$ cat src/rtl/sisc_ctrl_hs.sv
// sisc_ctrl_hs: multi-cycle SISC control FSM with a request/ready memory
// handshake, LOD/STR/SWP sequencing, wait-state timeout and sticky HALT.
module sisc_ctrl_hs #(
  parameter int          CCW      = 4,
  parameter int unsigned AM_IMM   = 8,
  parameter int unsigned WAIT_MAX = 15
) (
  input  logic           clk,
  input  logic           rst_f,
  input  logic [3:0]     opcode,
  input  logic [CCW-1:0] mm,
  input  logic [CCW-1:0] stat,
  input  logic           mem_rdy,
  output logic           rf_we,
  output logic           wb_sel,
  output logic           rb_sel,
  output logic           pc_sel,
  output logic           pc_write,
  output logic           pc_rst,
  output logic           ir_load,
  output logic           br_sel,
  output logic [1:0]     alu_op,
  output logic           mem_req,
  output logic           mm_sel,
  output logic           dm_we,
  output logic           halted,
  output logic           fault,
  output logic           illegal
);

  localparam logic [3:0] OP_NOOP = 4'd0;
  localparam logic [3:0] OP_LOD  = 4'd1;
  localparam logic [3:0] OP_STR  = 4'd2;
  localparam logic [3:0] OP_SWP  = 4'd3;
  localparam logic [3:0] OP_BRA  = 4'd4;
  localparam logic [3:0] OP_BRR  = 4'd5;
  localparam logic [3:0] OP_BNE  = 4'd6;
  localparam logic [3:0] OP_BNR  = 4'd7;
  localparam logic [3:0] OP_ALU  = 4'd8;
  localparam logic [3:0] OP_HLT  = 4'd15;

  // A zero WAIT_MAX would give a zero-width counter, so keep at least one bit.
  localparam int CNT_W = (WAIT_MAX > 0) ? $clog2(WAIT_MAX + 1) : 1;
  localparam logic [CNT_W-1:0] WAIT_LIM   = CNT_W'(WAIT_MAX);
  localparam logic [CCW-1:0]   IMM_MODE   = CCW'(AM_IMM);
  localparam bit               TIMEOUT_EN = (WAIT_MAX > 0);

  typedef enum logic [3:0] {
    START0  = 4'd0,
    START1  = 4'd1,
    FETCH   = 4'd2,
    DECODE  = 4'd3,
    EXECUTE = 4'd4,
    MEM     = 4'd5,
    WB      = 4'd6,
    WB2     = 4'd7,
    HALT    = 4'd8
  } state_t;

  state_t           state, state_next;
  logic [CNT_W-1:0] wait_cnt;
  logic             timeout;
  logic             cc_hit;
  logic             imm_mode;

  assign cc_hit   = |(stat & mm);
  assign imm_mode = (mm == IMM_MODE);

  // State register; reset parks the controller in START0.
  always_ff @(posedge clk or negedge rst_f) begin
    if (!rst_f) state <= START0;
    else        state <= state_next;
  end

  // Wait-state counter and sticky fault flag; a fresh count starts per state.
  always_ff @(posedge clk or negedge rst_f) begin
    if (!rst_f) begin
      wait_cnt <= '0;
      fault    <= 1'b0;
    end else begin
      if (state_next != state || mem_rdy) wait_cnt <= '0;
      else if (mem_req)                   wait_cnt <= wait_cnt + CNT_W'(1);
      if (timeout) fault <= 1'b1;
    end
  end

  // Next-state and datapath control decode from the current state and IR.
  always_comb begin
    state_next = state;
    rf_we      = 1'b0;
    wb_sel     = 1'b0;
    rb_sel     = 1'b0;
    pc_sel     = 1'b0;
    pc_write   = 1'b0;
    pc_rst     = 1'b0;
    ir_load    = 1'b0;
    br_sel     = 1'b0;
    alu_op     = 2'b00;
    mem_req    = 1'b0;
    mm_sel     = 1'b0;
    dm_we      = 1'b0;
    halted     = 1'b0;
    illegal    = 1'b0;
    timeout    = 1'b0;

    if (state == EXECUTE || state == MEM || state == WB || state == WB2) begin
      if (opcode == OP_ALU) alu_op = imm_mode ? 2'b01 : 2'b00;
      else                  alu_op = imm_mode ? 2'b11 : 2'b10;
    end

    case (state)
      START0: begin
        pc_rst     = 1'b1;
        state_next = START1;
      end
      START1: state_next = FETCH;
      FETCH: begin
        mem_req  = 1'b1;
        ir_load  = mem_rdy;
        pc_write = mem_rdy;
        if (mem_rdy) state_next = DECODE;
      end
      DECODE: begin
        case (opcode)
          OP_BRA: if (cc_hit) begin pc_write = 1'b1; pc_sel = 1'b1; end
          OP_BRR: begin
            br_sel = 1'b1;
            if (cc_hit) begin pc_write = 1'b1; pc_sel = 1'b1; end
          end
          OP_BNE: if (!cc_hit) begin pc_write = 1'b1; pc_sel = 1'b1; end
          OP_BNR: begin
            br_sel = 1'b1;
            if (!cc_hit) begin pc_write = 1'b1; pc_sel = 1'b1; end
          end
          OP_NOOP, OP_LOD, OP_STR, OP_SWP, OP_ALU, OP_HLT: ;
          default: illegal = 1'b1;
        endcase
        state_next = (opcode == OP_HLT) ? HALT : EXECUTE;
      end
      EXECUTE: state_next = MEM;
      MEM: begin
        if (opcode == OP_LOD || opcode == OP_STR) begin
          mem_req = 1'b1;
          mm_sel  = 1'b1;
          dm_we   = (opcode == OP_STR);
          if (mem_rdy) state_next = WB;
        end else begin
          state_next = WB;
        end
      end
      WB: begin
        state_next = FETCH;
        case (opcode)
          OP_ALU: rf_we = 1'b1;
          OP_LOD: begin rf_we = 1'b1; wb_sel = 1'b1; end
          OP_SWP: begin rf_we = 1'b1; state_next = WB2; end
          default: ;
        endcase
      end
      WB2: begin
        rf_we      = 1'b1;
        rb_sel     = 1'b1;
        state_next = FETCH;
      end
      HALT: halted = 1'b1;
      default: state_next = START0;
    endcase

    if (TIMEOUT_EN && mem_req && !mem_rdy && wait_cnt == WAIT_LIM) begin
      timeout    = 1'b1;
      state_next = HALT;
    end
  end

endmodule

$ cat config.mk
export PLATFORM = sky130hd
export DESIGN_NAME = sisc_ctrl_hs
export DESIGN_NICKNAME = d
export VERILOG_FILES = /design/src/rtl/sisc_ctrl_hs.sv
export SDC_FILE = /design/constraint.sdc
export NUM_CORES = 1
export LEC_CHECK = 0
export CORE_AREA = 3 3 61 63
export DETAILED_ROUTE_END_ITERATION = 8
export DIE_AREA = 0 0 64 66
export HOLD_SLACK_MARGIN = 0.12
export PLACE_DENSITY = 0.51
export SYNTH_ARGS = -nofsm -noshare
export SYNTH_HDL_FRONTEND = slang
export SYNTH_SLANG_ARGS = --single-unit
$ cat constraint.sdc
create_clock -name clk -period 1.8 [get_ports clk]
set_clock_uncertainty 0.15 [all_clocks]
set_input_delay 0.36 -clock clk [delete_from_list [all_inputs] [get_ports clk]]
set_output_delay 0.36 -clock clk [all_outputs]
set_load 0.02 [all_outputs]
# Yosys cells after proc, flatten, opt, wreduce, memory -nomap -nowiden
# Cells that the tools add are included.
[totals] reg_bits=9 output_inout_bits=16 word_cells=79
[op_classes] add_sub_neg=1 n_eq_ne=20 mux=36 n_bitwise=1 reduce_logical=18
[op_table] operator="== test 4 x 3 -> 1 bit (second input constant)" n=8
[op_table] operator="one-hot mux 4 bit (8 select lines)" n=1
[op_table] operator="two-way mux 4 bit" n=7
[op_table] operator="two-way mux 1 bit" n=21
[op_table] operator="== test 4 bit (second input constant)" n=5
[op_table] operator="== test 4 x 2 -> 1 bit (second input constant)" n=4
[op_table] operator="OR reduction 10 bit" n=1
[op_table] operator="== test 4 x 1 -> 1 bit (second input constant)" n=2
[op_table] operator="logical NOT 4 bit" n=2
[op_table] operator="one-hot mux 1 bit (2 select lines)" n=4
[op_table] operator="OR reduction 2 bit" n=4
[op_table] operator="logical OR 1 bit" n=5
[op_table] operator="adder 4 x 1 -> 4 bit (second input constant)" n=1
[op_table] operator="AND 4 bit" n=1
[op_table] operator="two-way mux 2 bit" n=2
[op_table] operator="inequality test 4 bit" n=1
[op_table] operator="OR reduction 4 bit" n=1
[op_table] operator="two-way mux 3 bit" n=1
[op_table] operator="OR reduction 3 bit" n=1
[op_table] operator="logical AND 1 bit" n=2
[op_table] operator="nonzero test 2 bit" n=1
[op_table] operator="logical NOT 1 bit" n=1

# Depth between registers and ports, before layout
[logic_depth] ltp_word=10 mapped_depth=5 mapped_depth_nobuf=4

# Least setup slack after synthesis
# No wires, ideal clock.
[synth_timing] kind="register -> output" startpoint="register state[2]" endpoint="output dm_we" arrival_time_ns=1.615 required_time_ns=1.290 slack_ns=-0.325 path_stages_with_launch=5 cell_sequence="dfrtp_1 clkbuf_1 nor2b_1 nand2_1 nor4_1"
[synth_between] elab_chain_len=2
[synth_lines] element="start, declared" line_no="60" source="state_t state, state_next;"
[synth_lines] element="start signal, assigned" line_no="72" source="else state <= state_next;"
[synth_lines] element="== test 4 x 3 -> 1 bit" line_no="111" source="case (state)"
[synth_lines] element="two-way mux 1 bit" line_no="111"
[synth_lines] element="end, declared" line_no="25" source="output logic dm_we,"
# Every way passes these cells.

# Worst setup path after layout
[layout_timing] startpoint="register state[0]" endpoint="output wb_sel"
[layout_between] elab_chain_len=2
[layout_lines] element="== test 4 x 3 -> 1 bit" line_no="111"
[layout_lines] element="two-way mux 1 bit" line_no="111"
[layout_lines] element="end, declared" line_no="15" source="output logic wb_sel,"
# Every way passes these cells.

==> results.json <==
{
  "outcome": "complete, but fails checks",
  "violations": "negative setup slack",
  "tightest_slew_ps": 482.8,
  "synthSimpleGateAreaFrac_pct": 39.74,
  "io_pins": 31,
  "antenna_found_initial": 0,
  "grt_max_degree": 10,
  "first_pass_iters": 4,
  "startpoint_type": "flip-flop",
  "fmax_ghz": 0.4965,
  "fin_crit_ps": 2014,
  "synthAdderAreaFrac_pct": 1.616,
  "synth-seq-cells": 9,
  "drc": 0,
  "rsz0062_at_grt": "yes",
  "row_count": 21,
  "dp_slack_ps": -1052,
  "finalMaxSlewViolations": 0,
  "diodes": 0,
  "drive_gt1_share_pct": 67.66,
  "place_congestion": 0.7846,
  "cap_viol_max_count": 0,
  "synthMuxAreaShare_pct": 1.292,
  "crit_path_start": "state[0]$_DFF_PN0_",
  "leakage_nw": 0.7359,
  "numCtsBuffers": 3,
  "yosysSeqAreaShare_pct": 29.08,
  "setup_viol_count_final": 24,
  "postRouteAntennaNets": 0,
  "dp_hpwl_um": 1908,
  "insertion_delay_ps": 250,
  "first_global_vias": 1068,
  "syn-num-nets": 109,
  "n_fill_cell": 340,
  "ff_latch_area_um2": 230.2,
  "clock_sinks": 9,
  "fin_crit_sh_pct": 111.9,
  "setup_slack_ps": -214.1,
  "path_clk_slew_ps": 60,
  "critPathMaxFanout": 6,
  "worstRegToRegCells": 8,
  "synthCells": 93,
  "num_vias": 982,
  "syn2layout_area_growth_pct": 116.8,
  "port_buffers": 30,
  "synth_compound_area_share_pct": 18.09,
  "start_util_pct": 23.58,
  "async_flop_share_pct": 100.0,
  "grt_first_pass_wirelength_um": 4802,
  "die_area_um2": 4224,
  "die_h_um": 66,
  "required_ps": 1290,
  "multiInputGateArea_um2": 714.4,
  "grt-ovfl-total": 0,
  "finalHoldViolCount": 0,
  "grt_usage_pct": 14.01,
  "timing_worst_setup_path_type": "reg -> out",
  "synth_cell_types": 40,
  "ys_warn_count": 0,
  "tritoncts": "done",
  "cts_root_buf": "clkbuf_4",
  "synth_xor_area_share_pct": 4.362,
  "cp-end-kind": "output port",
  "clockBufferDepth": 2,
  "holdWs_ps": 254.6,
  "avgSynthCellArea_um2": 8.328,
  "fin_nets": 184,
  "r2r_start": "state[0]$_DFF_PN0_",
  "synth_edf_count": 0,
  "synth-main-ff-cell": "dfrtp_1",
  "synth_area_um2": 774.5,
  "maxSlewHeadroom_pct": 67.57,
  "core-area_um2": 3284,
  "dieWidth_um": 64,
  "drt_iter0_markers": 23,
  "cp.arrival_ps": 1500,
  "min_path_type": "in -> async",
  "power.density_nw_per_um2": 1149,
  "routed_wl_um": 2869,
  "ir_drop_v": 0.0004706,
  "avgViaCountPerCell": 4.610,
  "finalPower_mw": 1.930,
  "synth_top_family_by_area": "simple AND/OR/NAND/NOR gates",
  "cts-htree-levels": 1,
  "wire_per_inst_um": 13.47
}
-- metrics by stage --
stage	instances	utilization (%)	setup TNS, ps	instance area, um^2
2_1_floorplan	93	-	-377.8	805.8
3_3_place_gp	193	41.33	-13760	1358
3_5_place_dp	193	41.33	-13960	1358
4_1_cts	206	48.30	-3145	1587
5_1_grt	213	51.12	-4975	1679
6_report	213	51.12	-2960	1679
-- cell usage after synthesis, types with 3 or more instances --
master    number  area (um^2)
dfrtp_1        9        225.2
or3_1          4        25.02
nor3_1         5        25.02
nor2_1         6        22.52
o21ai_0        4        20.02
nand3_1        4        20.02
nand2b_1       4        25.02
nand2_1        6        22.52
buf_2          3        15.01
nor4_1         5        31.28
inv_1          4        15.01
a21oi_1        6        30.03
-- routing by layer --
layer | GRT usage, % | part of all wire (%) | up-vias
met1 | 16.29 | 42 | 466
met5 | 0 | 0 | -
met2 | 26.58 | 54 | 24
met3 | 2.211 | 3.9 | 2
li1 | - | - | 490
met4 | 3.235 | 0.42 | 0
-- registers in the layout, indices dropped and copies added (netlist names) --
signal	cells
state	4
wait_cnt	4
fault	1
-- report_power, final --
group / total (mW) / leakage [nW] / switching, mW / internal [mW]
Clock: 0.154 / 0.0150 / 0.0691 / 0.0853
Combinational: 1.44 / 0.606 / 0.620 / 0.816
Sequential: 0.339 / 0.115 / 0.0879 / 0.251
-- path summary, 6_finish.rpt --
path                                            to  slack (ps)
setup / recovery                            wb_sel        -210
hold / removal             wait_cnt[0]$_DFFE_PN0P_         250
setup reg to reg                state[1]$_DFF_PN0_        -150
hold reg to reg                  fault$_DFFE_PN0N_         320
max in group asynchronous       state[3]$_DFF_PN0_         930
min in group clk                 fault$_DFFE_PN0N_         320
-- critical path, stage by stage (launching register included) --
cell     delay (ps)
dfrtp_2         460
buf_6           150
or3_4           370
nor3_2          110
buf_4           160
-- cells in the final DEF, fill, tap and decap left out, types with 2 or more instances in the layout --
cell / Yosys / final
dfrtp_1: 9 / 5
clkbuf_4: 0 / 3
clkdlybuf4s50_1: 0 / 3
buf_4: 1 / 41
nor4_4: 0 / 3
nand3_1: 4 / 4
or3b_1: 2 / 2
and3_4: 0 / 2
buf_2: 3 / 8
nand2_1: 6 / 2
nand2_2: 0 / 4
or3_4: 0 / 2
dlygate4sd2_1: 0 / 5
nor2_1: 6 / 3
nor3_1: 5 / 2
a21oi_1: 6 / 3
nor3_4: 0 / 2
nor2_2: 1 / 3
inv_2: 0 / 2
nor3_2: 1 / 2
inv_1: 4 / 2
nand2b_1: 4 / 3
nand4_1: 2 / 2
or3_1: 4 / 2
a21oi_2: 0 / 3
buf_6: 0 / 19
o21ai_0: 4 / 3
dfrtp_2: 0 / 4
-- cell type report --
cell class	count	area share (%)
Multi-Input combinational cell	74	42.55
Timing Repair Buffer	76	37.85
Sequential cell	9	13.71
Tap cell	46	3.428
Clock buffer	4	1.565
Inverter	4	0.8942
-- repair_timing --
action,in CTS,in global routing
hold buffers,0,0
setup buffers,10,8
resized for setup,154,15
setup endpoints to repair,24,24
hold endpoints to repair,0,0
pin swaps,24,4
-- cells by family (layout without fill, tap and decap cells) --
kind of cell	count (synthesis)	count (layout)
buf+inv	10	84
simple gates	51	51
mux	1	1
compound gates	18	18
xor+xnor	3	3
flops	9	9
fa+ha+maj	1	1
No activity file was read; power rests on OpenSTA's default activity.
